## config.mk

```make
export PLATFORM = sky130hd
export DESIGN_NAME = fire_alarm_ctrl
export DESIGN_NICKNAME = d
export VERILOG_FILES = /design/src/rtl/fire_alarm_pkg.sv /design/src/rtl/fire_alarm_ctrl_zone_confirm.sv /design/src/rtl/fire_alarm_ctrl.sv
export SDC_FILE = /design/constraint.sdc
export NUM_CORES = 1
export LEC_CHECK = 0
export BUFFER_PORTS_ARGS = -buffer_cell sky130_fd_sc_hd__buf_2
export CAP_MARGIN = 20
export CORE_UTILIZATION = 50
export CTS_CLUSTER_SIZE = 8
export DETAILED_ROUTE_END_ITERATION = 8
export PLACE_DENSITY_LB_ADDON = 0.1
export SYNTH_ARGS = -nofsm -noshare
export SYNTH_HDL_FRONTEND = slang
export SYNTH_SLANG_ARGS = --single-unit
export TNS_END_PERCENT = 30
```

## constraint.sdc

```tcl
create_clock -name clk -period 3.19 [get_ports clk]
set_input_delay 0.319 -clock clk [delete_from_list [all_inputs] [get_ports clk]]
set_output_delay 0.319 -clock clk [all_outputs]
set_load 0.01 [all_outputs]
```

## src/rtl/fire_alarm_pkg.sv

```systemverilog
// Shared definitions for the multi-zone fire alarm controller:
// panel state encoding and the width of the alarmState port.
package fire_alarm_pkg;

  localparam int ALARM_STATE_W = 2;

  typedef enum logic [ALARM_STATE_W-1:0] {
    IDLE     = 2'd0,
    PREALARM = 2'd1,
    ALARM    = 2'd2,
    SILENCED = 2'd3
  } alarm_state_t;

endpackage

```

## src/rtl/fire_alarm_ctrl_zone_confirm.sv

```systemverilog
// Per-zone detector debounce: a saturating run-length counter of
// consecutive high samples; the zone is confirmed while the counter
// sits at CONFIRM_CYCLES.
module zone_confirm #(
  parameter int CONFIRM_CYCLES = 4
) (
  input  logic clk,
  input  logic reset,
  input  logic level,
  output logic confirmed
);

  localparam int CNT_W = (CONFIRM_CYCLES < 1) ? 1 : $clog2(CONFIRM_CYCLES + 1);
  localparam logic [CNT_W-1:0] CNT_MAX = CNT_W'(CONFIRM_CYCLES);

  logic [CNT_W-1:0] cnt;

  // Count consecutive high samples, saturate at the confirm length, drop to 0 on any low sample
  always_ff @(posedge clk) begin
    if (reset) begin
      cnt <= '0;
    end else if (!level) begin
      cnt <= '0;
    end else if (cnt != CNT_MAX) begin
      cnt <= cnt + 1'b1;
    end
  end

  // Confirmed flag is combinational on the counter
  always_comb begin
    confirmed = (cnt == CNT_MAX);
  end

endmodule

```

## src/rtl/fire_alarm_ctrl.sv

```systemverilog
// Multi-zone fire alarm controller: per-zone debounce, voting, a
// pre-alarm/alarm/silenced state machine with escalation and re-sound
// timers, and a sticky per-zone latch for the panel.
// Optional visual strobe output enabled by defining FIRE_ALARM_STROBE_EN.
module fire_alarm_ctrl
  import fire_alarm_pkg::*;
#(
  parameter int ZONES           = 3,
  parameter int VOTE            = 2,
  parameter int CONFIRM_CYCLES  = 4,
  parameter int ESCALATE_CYCLES = 32,
  parameter int SILENCE_CYCLES  = 16
`ifdef FIRE_ALARM_STROBE_EN
  ,
  parameter int STROBE_HALF     = 8
`endif
) (
  input  logic                     clk,
  input  logic                     reset,
  input  logic [ZONES-1:0]         smoke_detector,
  input  logic                     ack,
  input  logic                     clear,
  output logic                     alarmEnable,
  output logic                     preAlarm,
  output logic [ZONES-1:0]         zoneLatch,
  output logic [ALARM_STATE_W-1:0] alarmState
`ifdef FIRE_ALARM_STROBE_EN
  ,
  output logic                     strobe
`endif
);

  localparam int NC_W  = $clog2(ZONES + 1);
  localparam int ESC_W = (ESCALATE_CYCLES < 1) ? 1 : $clog2(ESCALATE_CYCLES + 1);
  localparam int SIL_W = (SILENCE_CYCLES < 1) ? 1 : $clog2(SILENCE_CYCLES + 1);

  localparam logic [NC_W-1:0]  VOTE_N   = NC_W'(VOTE);
  localparam logic [ESC_W-1:0] ESC_LAST = ESC_W'(ESCALATE_CYCLES - 1);
  localparam logic [SIL_W-1:0] SIL_LOAD = SIL_W'(SILENCE_CYCLES - 1);

  alarm_state_t     state;
  alarm_state_t     next_state;
  logic [ZONES-1:0] confirmed;
  logic [NC_W-1:0]  n_conf;
  logic [ESC_W-1:0] esc_cnt;
  logic [SIL_W-1:0] sil_cnt;
  logic             vote_met;
  logic             any_conf;
  logic             new_zone;
  logic             esc_done;
  logic             sil_done;
  logic             clear_accept;

  for (genvar z = 0; z < ZONES; z++) begin : g_zone
    zone_confirm #(
      .CONFIRM_CYCLES(CONFIRM_CYCLES)
    ) u_zone_confirm (
      .clk      (clk),
      .reset    (reset),
      .level    (smoke_detector[z]),
      .confirmed(confirmed[z])
    );
  end

  // Count confirmed zones and derive the transition conditions
  always_comb begin
    n_conf = '0;
    for (int unsigned i = 0; i < ZONES; i++) begin
      n_conf = n_conf + NC_W'(confirmed[i]);
    end
    vote_met     = (n_conf >= VOTE_N);
    any_conf     = (n_conf != '0);
    new_zone     = |(confirmed & ~zoneLatch);
    esc_done     = (esc_cnt == ESC_LAST);
    sil_done     = (sil_cnt == '0);
    clear_accept = clear && !any_conf && ((state == ALARM) || (state == SILENCED));
  end

  // State register
  always_ff @(posedge clk) begin
    if (reset) begin
      state <= IDLE;
    end else begin
      state <= next_state;
    end
  end

  // Next-state logic; accepted clear outranks ack, ack outranks timers and votes
  always_comb begin
    next_state = state;
    case (state)
      IDLE: begin
        if (vote_met) begin
          next_state = ALARM;
        end else if (any_conf) begin
          next_state = PREALARM;
        end
      end
      PREALARM: begin
        if (vote_met || esc_done) begin
          next_state = ALARM;
        end else if (!any_conf) begin
          next_state = IDLE;
        end
      end
      ALARM: begin
        if (clear_accept) begin
          next_state = IDLE;
        end else if (ack) begin
          next_state = SILENCED;
        end
      end
      SILENCED: begin
        if (clear_accept) begin
          next_state = IDLE;
        end else if (new_zone || sil_done) begin
          next_state = ALARM;
        end
      end
      default: next_state = IDLE;
    endcase
  end

  // Outputs decoded from the state register
  always_comb begin
    alarmEnable = (state == ALARM);
    preAlarm    = (state == PREALARM);
    alarmState  = state;
  end

  // Escalation timer: held at 0 outside PREALARM so it restarts on every entry
  always_ff @(posedge clk) begin
    if (reset || (state != PREALARM)) begin
      esc_cnt <= '0;
    end else if (!esc_done) begin
      esc_cnt <= esc_cnt + 1'b1;
    end
  end

  // Silence timer: loaded on ack out of ALARM, counts down while SILENCED
  always_ff @(posedge clk) begin
    if (reset) begin
      sil_cnt <= '0;
    end else if ((state == ALARM) && (next_state == SILENCED)) begin
      sil_cnt <= SIL_LOAD;
    end else if ((state == SILENCED) && !sil_done) begin
      sil_cnt <= sil_cnt - 1'b1;
    end
  end

  // Sticky record of every zone that has been confirmed since the last accepted clear
  always_ff @(posedge clk) begin
    if (reset || clear_accept) begin
      zoneLatch <= '0;
    end else begin
      zoneLatch <= zoneLatch | confirmed;
    end
  end

`ifdef FIRE_ALARM_STROBE_EN
  localparam int STB_W = (STROBE_HALF < 1) ? 1 : $clog2(STROBE_HALF + 1);
  localparam logic [STB_W-1:0] STB_LAST = STB_W'(STROBE_HALF - 1);

  logic [STB_W-1:0] stb_cnt;

  // Strobe square wave while sounding; entry edge sees the previous non-ALARM state, so it starts low
  always_ff @(posedge clk) begin
    if (reset || (state != ALARM)) begin
      stb_cnt <= '0;
      strobe  <= 1'b0;
    end else if (stb_cnt == STB_LAST) begin
      stb_cnt <= '0;
      strobe  <= ~strobe;
    end else begin
      stb_cnt <= stb_cnt + 1'b1;
    end
  end
`endif

endmodule

```

==> out/results.tsv <==
metric	value	unit
first_global_vias	973	
cts_buffers	3	
worstPathMaxFanout	4	
max_cap_violations	0	
ant_nets	0	
fillerInstances	219	
p_int	377	µW
power_frac_comb	5.4	%
r2r_setup_slack	0.75	ns
ctsLongestPathBuffers	2	
dp_hpwl	1760	µm
area_growth	8.83	%
fin_nets	175	
cp-end-kind	register	
synthXorXnorAreaFrac	7.64	%
async_reset_ff_share	0	%
crit_top_cell	inv_1	
cts_tree	done	
r2r_end	alarmState[0]$_SDFF_PP0_	
ys_seq_area_share	39.7	%
ff2ff_path_depth	9	
setup_viol	0	
hold_violations	0	
drtIter0Drc	7	
path_buf_inv	2	
wl	2210	µm
firstDrtPassIters	4	
ir_worst_vdd	0.000300	V
synth_compound_area_share	10.3	%
dieArea	0.00273	mm²
cp_top_family	simple AND/OR/NAND/NOR gates	
dp_slack	0.796	ns
fin_skew	0.00466	ns
fmax	411	MHz
synth_top_family_by_area	simple AND/OR/NAND/NOR gates	
maxSlewViolCount	0	
synth_cell_types	33	
power.density	354	mW/mm²
clock_latency	0.32	ns
hold_path_end	g_zone[2].u_zone_confirm.cnt[1]$_SDFFE_PP0P_	
viasPerCell	5.36	
postLayoutSetupSlackWorst	0.754	ns
crit_arrival	2.69	ns
total_leakage_power	0.000589	µW
drc	0	
io_pins	14	
crit_slowest_cell	fa_1	
yosys.area_share.adder	10.5	%
synthMuxAreaShare	1.98	%
grt_max_degree	14	
tightestPinTransition	0.509	ns
status	finished clean	
worstHoldStart	smoke_detector[2]	
place_congestion	0.773	
synth_edf_count	0	
clock_power_share	28.8	%
p_seq_share	65.7	%
synth-main-ff-cell	dfxtp_1	
path_class	reg -> reg	
synth_simple_gate_area_share	25.1	%
syn_area	0.00126	mm²
via_count	992	
cts_htree_levels	1	
cts.root.buffer_cell	clkbuf_4	
ctsHoldBuffers	0	
holdCritPathClass	in -> reg	
grt_overflow_total	0	
synth-seq-cells	25	
synth_warnings	0	
synth_nets	159	
tns	0	ns
grt_use_total	19.9	%
min_period	2.44	ns
ctsResizeCount	0	
whs_path_depth	3	
post_cts_buffers	0	
die-height	52.2	µm
portBuffers	13	
rr_startpoint	g_zone[0].u_zone_confirm.cnt[0]$_SDFFE_PP0P_	
wire_per_inst	12.0	µm
grt_pass1_wl	3930	µm
seqCellArea	500	µm²
drive_gt1_share	13.4	%
post-route-period-util	76.4	%
grt_antenna_before_repair	0	
critPathMaxStageDelay	0.58	ns
cts.sinks	25	
core	0.00230	mm²
die_x	52.2	µm
critPathRequiredTime	3.45	ns
rsz0062_at_grt	no	
cp-start-kind	register	
syn_inst	142	
initial_core_util	54.9	%
switching_share	22.5	%
slew_headroom	65.9	%
num_rows	17	
antenna_cells	0	
path_cells	inv_1 > ha_1 > nand2_1 > inv_1 > fa_1 > nand2b_1 > nor3b_1 > or4b_1 > a21oi_1	
syn_area_per_cell	8.88	µm²
multi_input_area	701	µm²
clk_pin_slew	0.13	ns
switchingPower	109	µW
[routing by layer]
metal / track usage (%) / part of all wire [%] / vias to the layer above
li1: - / - / 508
met1: 24.1 / 47 / 464
met2: 34.0 / 48 / 15
met4: 10.5 / 2.1 / 0
met5: 0 / 0 / -
met3: 2.61 / 3.2 / 5
[state kept, by name, indices dropped and copies added, names as in the netlist]
signal / cells
g_zone.u_zone_confirm.cnt: 9
esc_cnt: 6
sil_cnt: 5
zoneLatch: 3
alarmState: 2
[placed cells by master, fill, tap and decap left out, types with 2 or more instances in the layout]
master	n
o22ai_1	2
dfxtp_1	25
or3_1	2
inv_1	12
buf_2	13
nor2_1	16
o21a_1	3
nand3_1	2
nand2b_1	6
clkbuf_4	3
nor3_1	8
a21oi_1	11
nor3b_1	2
xnor2_1	10
nand2_1	15
ha_1	9
[worst max path at each step]
| stage | from | end | slack [ns] | cells past startpoint |
|---|---|---|---|---|
| 2_1_floorplan | g_zone[0].u_zone_confirm.cnt[0]$_SDFFE_PP0P_ | alarmState[0]$_SDFF_PP0_ | 0.98 | 9 |
| 3_3_place_gp | g_zone[0].u_zone_confirm.cnt[0]$_SDFFE_PP0P_ | alarmState[0]$_SDFF_PP0_ | 0.91 | 9 |
| 3_5_place_dp | g_zone[0].u_zone_confirm.cnt[0]$_SDFFE_PP0P_ | alarmState[0]$_SDFF_PP0_ | 0.80 | 9 |
| 4_1_cts | g_zone[0].u_zone_confirm.cnt[0]$_SDFFE_PP0P_ | alarmState[0]$_SDFF_PP0_ | 0.76 | 9 |
| 5_1_grt | g_zone[0].u_zone_confirm.cnt[0]$_SDFFE_PP0P_ | alarmState[0]$_SDFF_PP0_ | 0.56 | 9 |
| 6_report | g_zone[0].u_zone_confirm.cnt[0]$_SDFFE_PP0P_ | alarmState[0]$_SDFF_PP0_ | 0.75 | 9 |
[power by group through the flow]
stage,sequential [µW],combinational (µW),clock [µW]
5_1_grt,320,31.0,153
3_3_place_gp,326,25.5,0
4_1_cts,320,26.5,145
6_report,320,26.5,140
2_1_floorplan,326,18.0,0
3_5_place_dp,327,26.4,0
[worst register-to-register path: cells and delay by family, from the launching register on]
kind	cells	cell delay, ns
buf+inv	2	0.18
fa+ha+maj	2	0.79
compound gates	1	0.16
simple gates	4	0.86
flops	1	0.37
[layout make-up]
class                   instances  share of cell area (%)
clock buffers                   4                    1.91
inverters                      12                    3.28
multi-input cells             103                    51.0
flip-flops and latches         25                    36.5
well taps                      28                    2.55
repair buffers                 13                    4.74
[cell families after synthesis]
group | count (synthesis)
adders and majority gates | 10
muxes | 2
DFF | 25
AOI/OAI and AO/OA | 21
and+or+nand+nor | 59
xor gates and xnor gates | 11
buffers and inverters | 14
[synth_stat cells (3+ instances only)]
master    count  area (µm²)
nor2_1       16        60.1
nand2_1      15        56.3
xnor2_1      10        87.6
dfxtp_1      25         500
ha_1          9         113
nand2b_1      6        37.5
o21a_1        3        22.5
nor3_1        8        40.0
a21oi_1      11        55.1
inv_1        12        45.0
[metrics by stage]
stage / instances / total power (µW) / instance area [µm²] / utilization [%] / hold slack (ns)
final: 185 / 486 / 1370 / 59.7 / 0.275
after global routing: 185 / 504 / 1370 / 59.7 / 0.288
after CTS: 185 / 491 / 1370 / 59.7 / 0.276
after detailed placement: 181 / 353 / 1350 / 58.6 / 0.468
after global placement: 181 / 352 / 1350 / 58.6 / 0.464
after floorplan: 142 / 344 / 1260 / - / 0.449
(Power assumes the default switching activity.)
